==> src/rtl/cla_pkg.sv <==
`default_nettype none
// ============================================================================
//  Module   : cla_pkg
//  Purpose  : Shared constants, mode encodings and group lookahead helper for
//             the pipelined carry-lookahead adder.
//  Revision : 1.0  initial release
// ============================================================================
package cla_pkg;

    localparam int GROUP = 4;

    typedef enum logic {
        ADD = 1'b0,
        SUB = 1'b1
    } mode_e;

    function automatic int NGROUPS(input int width);
        return width / GROUP;
    endfunction

    // Returns {group generate, group propagate} for one 4-bit group.
    function automatic logic [1:0] group_gen_prop(input logic [GROUP-1:0] g,
                                                  input logic [GROUP-1:0] p);
        logic gg;
        gg = g[3] | (p[3] & g[2]) | (p[3] & p[2] & g[1]) | (p[3] & p[2] & p[1] & g[0]);
        return {gg, &p};
    endfunction

endpackage
`default_nettype wire

==> src/rtl/cla_group.sv <==
`default_nettype none
// ============================================================================
//  Module   : cla_group
//  Purpose  : 4-bit lookahead group: group G/P and the carry into each bit
//             from the group carry-in.
//  Revision : 1.0  initial release
// ============================================================================
module cla_group
    import cla_pkg::*;
(
    input  logic [GROUP-1:0] i_g,
    input  logic [GROUP-1:0] i_p,
    input  logic             i_cin,
    output logic             o_gg,
    output logic             o_gp,
    output logic [GROUP-1:0] o_c
);

    assign {o_gg, o_gp} = group_gen_prop(i_g, i_p);

    // Fully expanded lookahead so no carry ripples inside the group.
    assign o_c[0] = i_cin;
    assign o_c[1] = i_g[0] | (i_p[0] & i_cin);
    assign o_c[2] = i_g[1] | (i_p[1] & i_g[0]) | (i_p[1] & i_p[0] & i_cin);
    assign o_c[3] = i_g[2] | (i_p[2] & i_g[1]) | (i_p[2] & i_p[1] & i_g[0])
                  | (i_p[2] & i_p[1] & i_p[0] & i_cin);

endmodule
`default_nettype wire

==> src/rtl/pipelined_cla_adder.sv <==
`default_nettype none
// ============================================================================
//  Module   : pipelined_cla_adder
//  Purpose  : Two-stage carry-lookahead add/subtract with valid/ready flow
//             control on both sides.
//  Revision : 1.0  initial release
// ============================================================================
module pipelined_cla_adder
    import cla_pkg::*;
#(
    parameter int WIDTH = 16,
    parameter int GROUP = 4
) (
    input  logic             clk,
    input  logic             rst_n,
    input  logic             in_valid,
    output logic             in_ready,
    input  logic [WIDTH-1:0] a,
    input  logic [WIDTH-1:0] b,
    input  logic             cin,
    input  logic             sub,
    output logic             out_valid,
    input  logic             out_ready,
    output logic [WIDTH-1:0] sum,
    output logic             cout,
    output logic             ovf,
    output logic             zero
);

    localparam int c_ngroups = NGROUPS(WIDTH);

    logic [WIDTH-1:0]     w_b_eff, w_p, w_g;
    logic                 w_cin_eff;
    logic [c_ngroups-1:0] w_gg, w_gp;
    logic                 w_s2_free, w_s1_adv, w_in_xfer;

    logic                 r_s1_valid, r_s1_cin, r_s1_a_msb, r_s1_b_msb;
    logic [WIDTH-1:0]     r_s1_p, r_s1_g;
    logic [c_ngroups-1:0] r_s1_gg, r_s1_gp;

    logic [c_ngroups:0]   w_gc;
    logic [WIDTH-1:0]     w_c, w_sum;
    logic                 w_cout, w_ovf;
    logic [c_ngroups-1:0] w_unused_gg, w_unused_gp;
    logic                 w_unused;

    logic                 r_s2_valid, r_cout, r_ovf, r_zero;
    logic [WIDTH-1:0]     r_sum;

    // Subtraction is A + ~B + 1; cin only matters when adding.
    assign w_b_eff   = (mode_e'(sub) == SUB) ? ~b : b;
    assign w_cin_eff = (mode_e'(sub) == SUB) ? 1'b1 : cin;
    assign w_p       = a ^ w_b_eff;
    assign w_g       = a & w_b_eff;

    generate
        for (genvar k = 0; k < c_ngroups; k++) begin : g_s1_group
            assign {w_gg[k], w_gp[k]} = group_gen_prop(w_g[k*GROUP +: GROUP],
                                                       w_p[k*GROUP +: GROUP]);
        end
    endgenerate

    assign w_s2_free = !r_s2_valid || out_ready;
    assign w_s1_adv  = r_s1_valid && w_s2_free;
    assign in_ready  = !r_s1_valid || w_s1_adv;
    assign w_in_xfer = in_valid && in_ready;

    always_ff @(posedge clk) begin
        if (!rst_n) begin
            r_s1_valid <= 1'b0;
        end else if (in_ready) begin
            r_s1_valid <= in_valid;
        end
    end

    always_ff @(posedge clk) begin
        if (w_in_xfer) begin
            r_s1_p     <= w_p;
            r_s1_g     <= w_g;
            r_s1_gg    <= w_gg;
            r_s1_gp    <= w_gp;
            r_s1_cin   <= w_cin_eff;
            r_s1_a_msb <= a[WIDTH-1];
            r_s1_b_msb <= w_b_eff[WIDTH-1];
        end
    end

    // Group-level lookahead chain: C[k+1] = GG[k] | GP[k] & C[k].
    always_comb begin
        logic c;
        c       = r_s1_cin;
        w_gc    = '0;
        w_gc[0] = c;
        for (int k = 0; k < c_ngroups; k++) begin
            c         = r_s1_gg[k] | (r_s1_gp[k] & c);
            w_gc[k+1] = c;
        end
    end

    generate
        for (genvar k = 0; k < c_ngroups; k++) begin : g_s2_group
            cla_group u_group (
                .i_g   (r_s1_g[k*GROUP +: GROUP]),
                .i_p   (r_s1_p[k*GROUP +: GROUP]),
                .i_cin (w_gc[k]),
                .o_gg  (w_unused_gg[k]),
                .o_gp  (w_unused_gp[k]),
                .o_c   (w_c[k*GROUP +: GROUP])
            );
        end
    endgenerate

    assign w_sum  = r_s1_p ^ w_c;
    assign w_cout = w_gc[c_ngroups];
    assign w_ovf  = w_c[WIDTH-1] ^ w_cout;

    // Group G/P is recomputed per group and operand signs are kept for debug only.
    assign w_unused = ^{w_unused_gg, w_unused_gp, r_s1_a_msb, r_s1_b_msb};

    always_ff @(posedge clk) begin
        if (!rst_n) begin
            r_s2_valid <= 1'b0;
            r_sum      <= '0;
            r_cout     <= 1'b0;
            r_ovf      <= 1'b0;
            r_zero     <= 1'b0;
        end else if (w_s2_free) begin
            r_s2_valid <= r_s1_valid;
            if (r_s1_valid) begin
                r_sum  <= w_sum;
                r_cout <= w_cout;
                r_ovf  <= w_ovf;
                r_zero <= (w_sum == '0);
            end
        end
    end

    assign out_valid = r_s2_valid;
    assign sum       = r_sum;
    assign cout      = r_cout;
    assign ovf       = r_ovf;
    assign zero      = r_zero;

endmodule
`default_nettype wire
==> config.mk <==
export PLATFORM = sky130hd
export DESIGN_NAME = pipelined_cla_adder
export DESIGN_NICKNAME = d
export VERILOG_FILES = /design/src/rtl/cla_pkg.sv /design/src/rtl/cla_group.sv /design/src/rtl/pipelined_cla_adder.sv
export SDC_FILE = /design/constraint.sdc
export NUM_CORES = 1
export LEC_CHECK = 0
export ABC_AREA = 1
export CAP_MARGIN = 20
export CORE_UTILIZATION = 35
export CTS_CLUSTER_SIZE = 8
export DETAILED_ROUTE_END_ITERATION = 10
export MAX_ROUTING_LAYER = met4
export PLACE_DENSITY = 0.61
export SETUP_SLACK_MARGIN = 0.1
export SLEW_MARGIN = 15
export SYNTH_ARGS = -nofsm -noshare
export SYNTH_HDL_FRONTEND = slang
export SYNTH_SLANG_ARGS = --single-unit
==> constraint.sdc <==
create_clock -name clk -period 2.9 [get_ports clk]
set_clock_uncertainty 0.2 [all_clocks]
set_input_delay 0.29 -clock clk [delete_from_list [all_inputs] [get_ports clk]]
set_output_delay 0.29 -clock clk [all_outputs]
set_load 0.005 [all_outputs]
==> impl_metrics.env <==
export IMPL_status="complete, no violations"
export IMPL_rsz0062_at_grt="no"
export IMPL_grt_usage_pct=14.13
export IMPL_drive_gt1_share_pct=8.424
export IMPL_seq_area_frac_synth_pct=52.35
export IMPL_worst_path_max_fanout=4
export IMPL_clk_pin_slew_worst_paths_ps=60
export IMPL_crit_path_end_kind="flop"
export IMPL_multi_input_area_um2=1269
export IMPL_slew_violations=0
export IMPL_final_cell_mix="clkdlybuf4s50_1, nand2_1, edfxtp_1"
export IMPL_die_h_um=93.42
export IMPL_num_rows=32
export IMPL_place_area_um2=3640
export IMPL_coreArea_um2=7888
export IMPL_gp_congestion=0.7611
export IMPL_finalHoldViolations=0
export IMPL_dp_hpwl_um=4343
export IMPL_cts_tree="built"
export IMPL_viasPerCell=4.643
export IMPL_yosys_register_bits=58
export IMPL_wl_um=5659
export IMPL_nNetsFinal=421
export IMPL_port_buffers=58
export IMPL_irDropWorstVdd_mv=0.2212
export IMPL_period_needed_ps=2334
export IMPL_die_area_um2=8727
export IMPL_drc_errors=0
export IMPL_setup_tns_ps=0
export IMPL_register_area_um2=1531
export IMPL_worstSetupPathType="flop to flop"
export IMPL_cts_root_buf="clkbuf_8"
export IMPL_cts_max_level=3
export IMPL_grt_max_degree=38
export IMPL_syn_inst=295
export IMPL_synth_edf_count=37
export IMPL_post_cts_setup_buffers=0
export IMPL_timing_fmax_mhz=428.5
export IMPL_hold_worst_slack_ps=268.0
export IMPL_cellPowerDensity_nw_per_um2=539.3
export IMPL_hold_path_class="flop to flop"
export IMPL_numCtsBuffers=9
export IMPL_cts_resized_gates=0
export IMPL_avgSynthCellArea_um2=9.916
export IMPL_fin_crit_sh_pct=80.47
export IMPL_async_flop_share_pct=0
export IMPL_finalSetupViolations=0
export IMPL_yosys_cell_types_count=28
export IMPL_io_pins=59
export IMPL_final_util_pct=48.18
export IMPL_final_cell_area_um2=3800
export IMPL_yosys_warnings=0
export IMPL_syn_num_nets=353
export IMPL_dr_pass1_iters=4
export IMPL_fill_cells=737
export IMPL_p_leak_nw=1.619
export IMPL_clk_latency_ps=330
export IMPL_required_ps=2970
export IMPL_layout_commonest_cell="clkdlybuf4s50_1"
export IMPL_die_w_um=93.42
export IMPL_wl_per_cell_um=12.04
export IMPL_start_util_pct=37.09
export IMPL_syn2layout_area_growth_pct=29.90
export IMPL_cts_hold_buf=0
export IMPL_ys_flop_type="edfxtp_1"
export IMPL_cts_path_max_buffers=2
export IMPL_grt_antenna_before_repair=0
export IMPL_clock_sinks=58
export IMPL_max_slew_margin_pct=70.22
export IMPL_drt_iter0_drc=60
export IMPL_first_global_vias=1985
export IMPL_tightest_slew_ps=446.8
export IMPL_critPathArrivalTime_ps=2400
export IMPL_num_vias=2182
export IMPL_grt_ovfl_total=0
export IMPL_setup_worst_path_start_class="flop"
export IMPL_grt_pass1_wl_um=9039
export IMPL_maxCapViolCount=0
export IMPL_netlist_area_um2=2925
export IMPL_n_antenna_cell=0
export IMPL_ant_nets=0
==> cells by family (layout without fill, tap and decap cells) <==
logic type	count (synthesis)	in the layout	synth area share (%)
AO/OA/AOI/OAI	45	45	9.324
XOR/XNOR	18	18	5.389
adder cells (fa/ha/maj)	20	20	8.554
buffers and inverters	32	105	4.277
flip-flops	58	58	52.35
AND/OR/NAND/NOR	122	122	20.10
==> Yosys cell counts, types with 2 or more instances <==
library cell	number	area [um2]
nand2_1	48	180.2
edfxtp_1	37	1111
inv_1	26	97.59
nor2_1	26	97.59
nand3_1	22	110.1
dfxtp_1	21	420.4
ha_1	20	250.2
xor2_1	18	157.7
a21oi_1	14	70.07
o21ai_0	11	55.05
nand2_2	7	43.79
a31oi_1	6	37.54
o211ai_1	6	45.04
nand2_4	5	56.30
nand4_1	5	31.28
buf_2	4	20.02
nand3b_1	4	30.03
o21bai_1	3	22.52
a21o_1	2	15.01
nand3_2	2	20.02
==> final timing paths <==
path / from / slack (ps) / cells past startpoint / end
setup / recovery: r_s1_cin / 570 / 15 / zero
hold / removal: ovf / 270 / 2 / ovf
setup reg to reg: r_s1_cin / 570 / 15 / zero
hold reg to reg: ovf / 270 / 2 / ovf
==> per-layer routing <==
metal	share of wire [%]	global-route usage, %	up-vias	wire (um)
met5	0	-	-	0
met4	1.3	7.692	0	74
met3	4.3	2.846	8	243
met2	42	20.34	56	2393
met1	52	18.64	959	2948
li1	-	-	1159	-
==> final cells by class <==
class                           count  share of cell area (%)
Clock buffer                       16                   4.215
Inverter                           27                   2.667
Multi-Input combinational cell    205                   33.39
Sequential cell                    58                   40.30
Tap cell                          102                   3.359
Timing Repair Buffer               62                   16.07
==> worst max-delay path, cell delays in order (launching register included) <==
cell	delay [ps]
edfxtp_1	460
nand2_2	120
nand2_4	70
nand2_4	60
nand2_4	60
nand2_4	70
nand2_4	70
ha_1	290
nand3b_1	200
nor2_1	120
nand3_1	80
nor2_1	90
nand3_1	80
nor2_1	110
nand2_1	80
a21oi_2	110
==> where the power goes <==
part	internal (W)	switching (W)
clock	0.000336	0.000284
sequential	0.000969	0.0000508
combinational	0.000201	0.000209
==> metrics by stage <==
step / instances / worst slack [ps] / total power (W)
after floorplan: 295 / 862.8 / 0.001274
after global placement: 454 / 551.2 / 0.001445
after detailed placement: 454 / 565.3 / 0.001449
after CTS: 470 / 552.7 / 0.002067
after global routing: 470 / 359.9 / 0.002157
final: 470 / 566.3 / 0.002049
==> registers in the layout, indices dropped and copies added (netlist names), 4 cells and up <==
name / cells
r_s1_g: 12
r_s1_gg: 4
r_s1_gp: 4
r_s1_p: 16
sum: 16
Power figures use the tool's default switching activity.
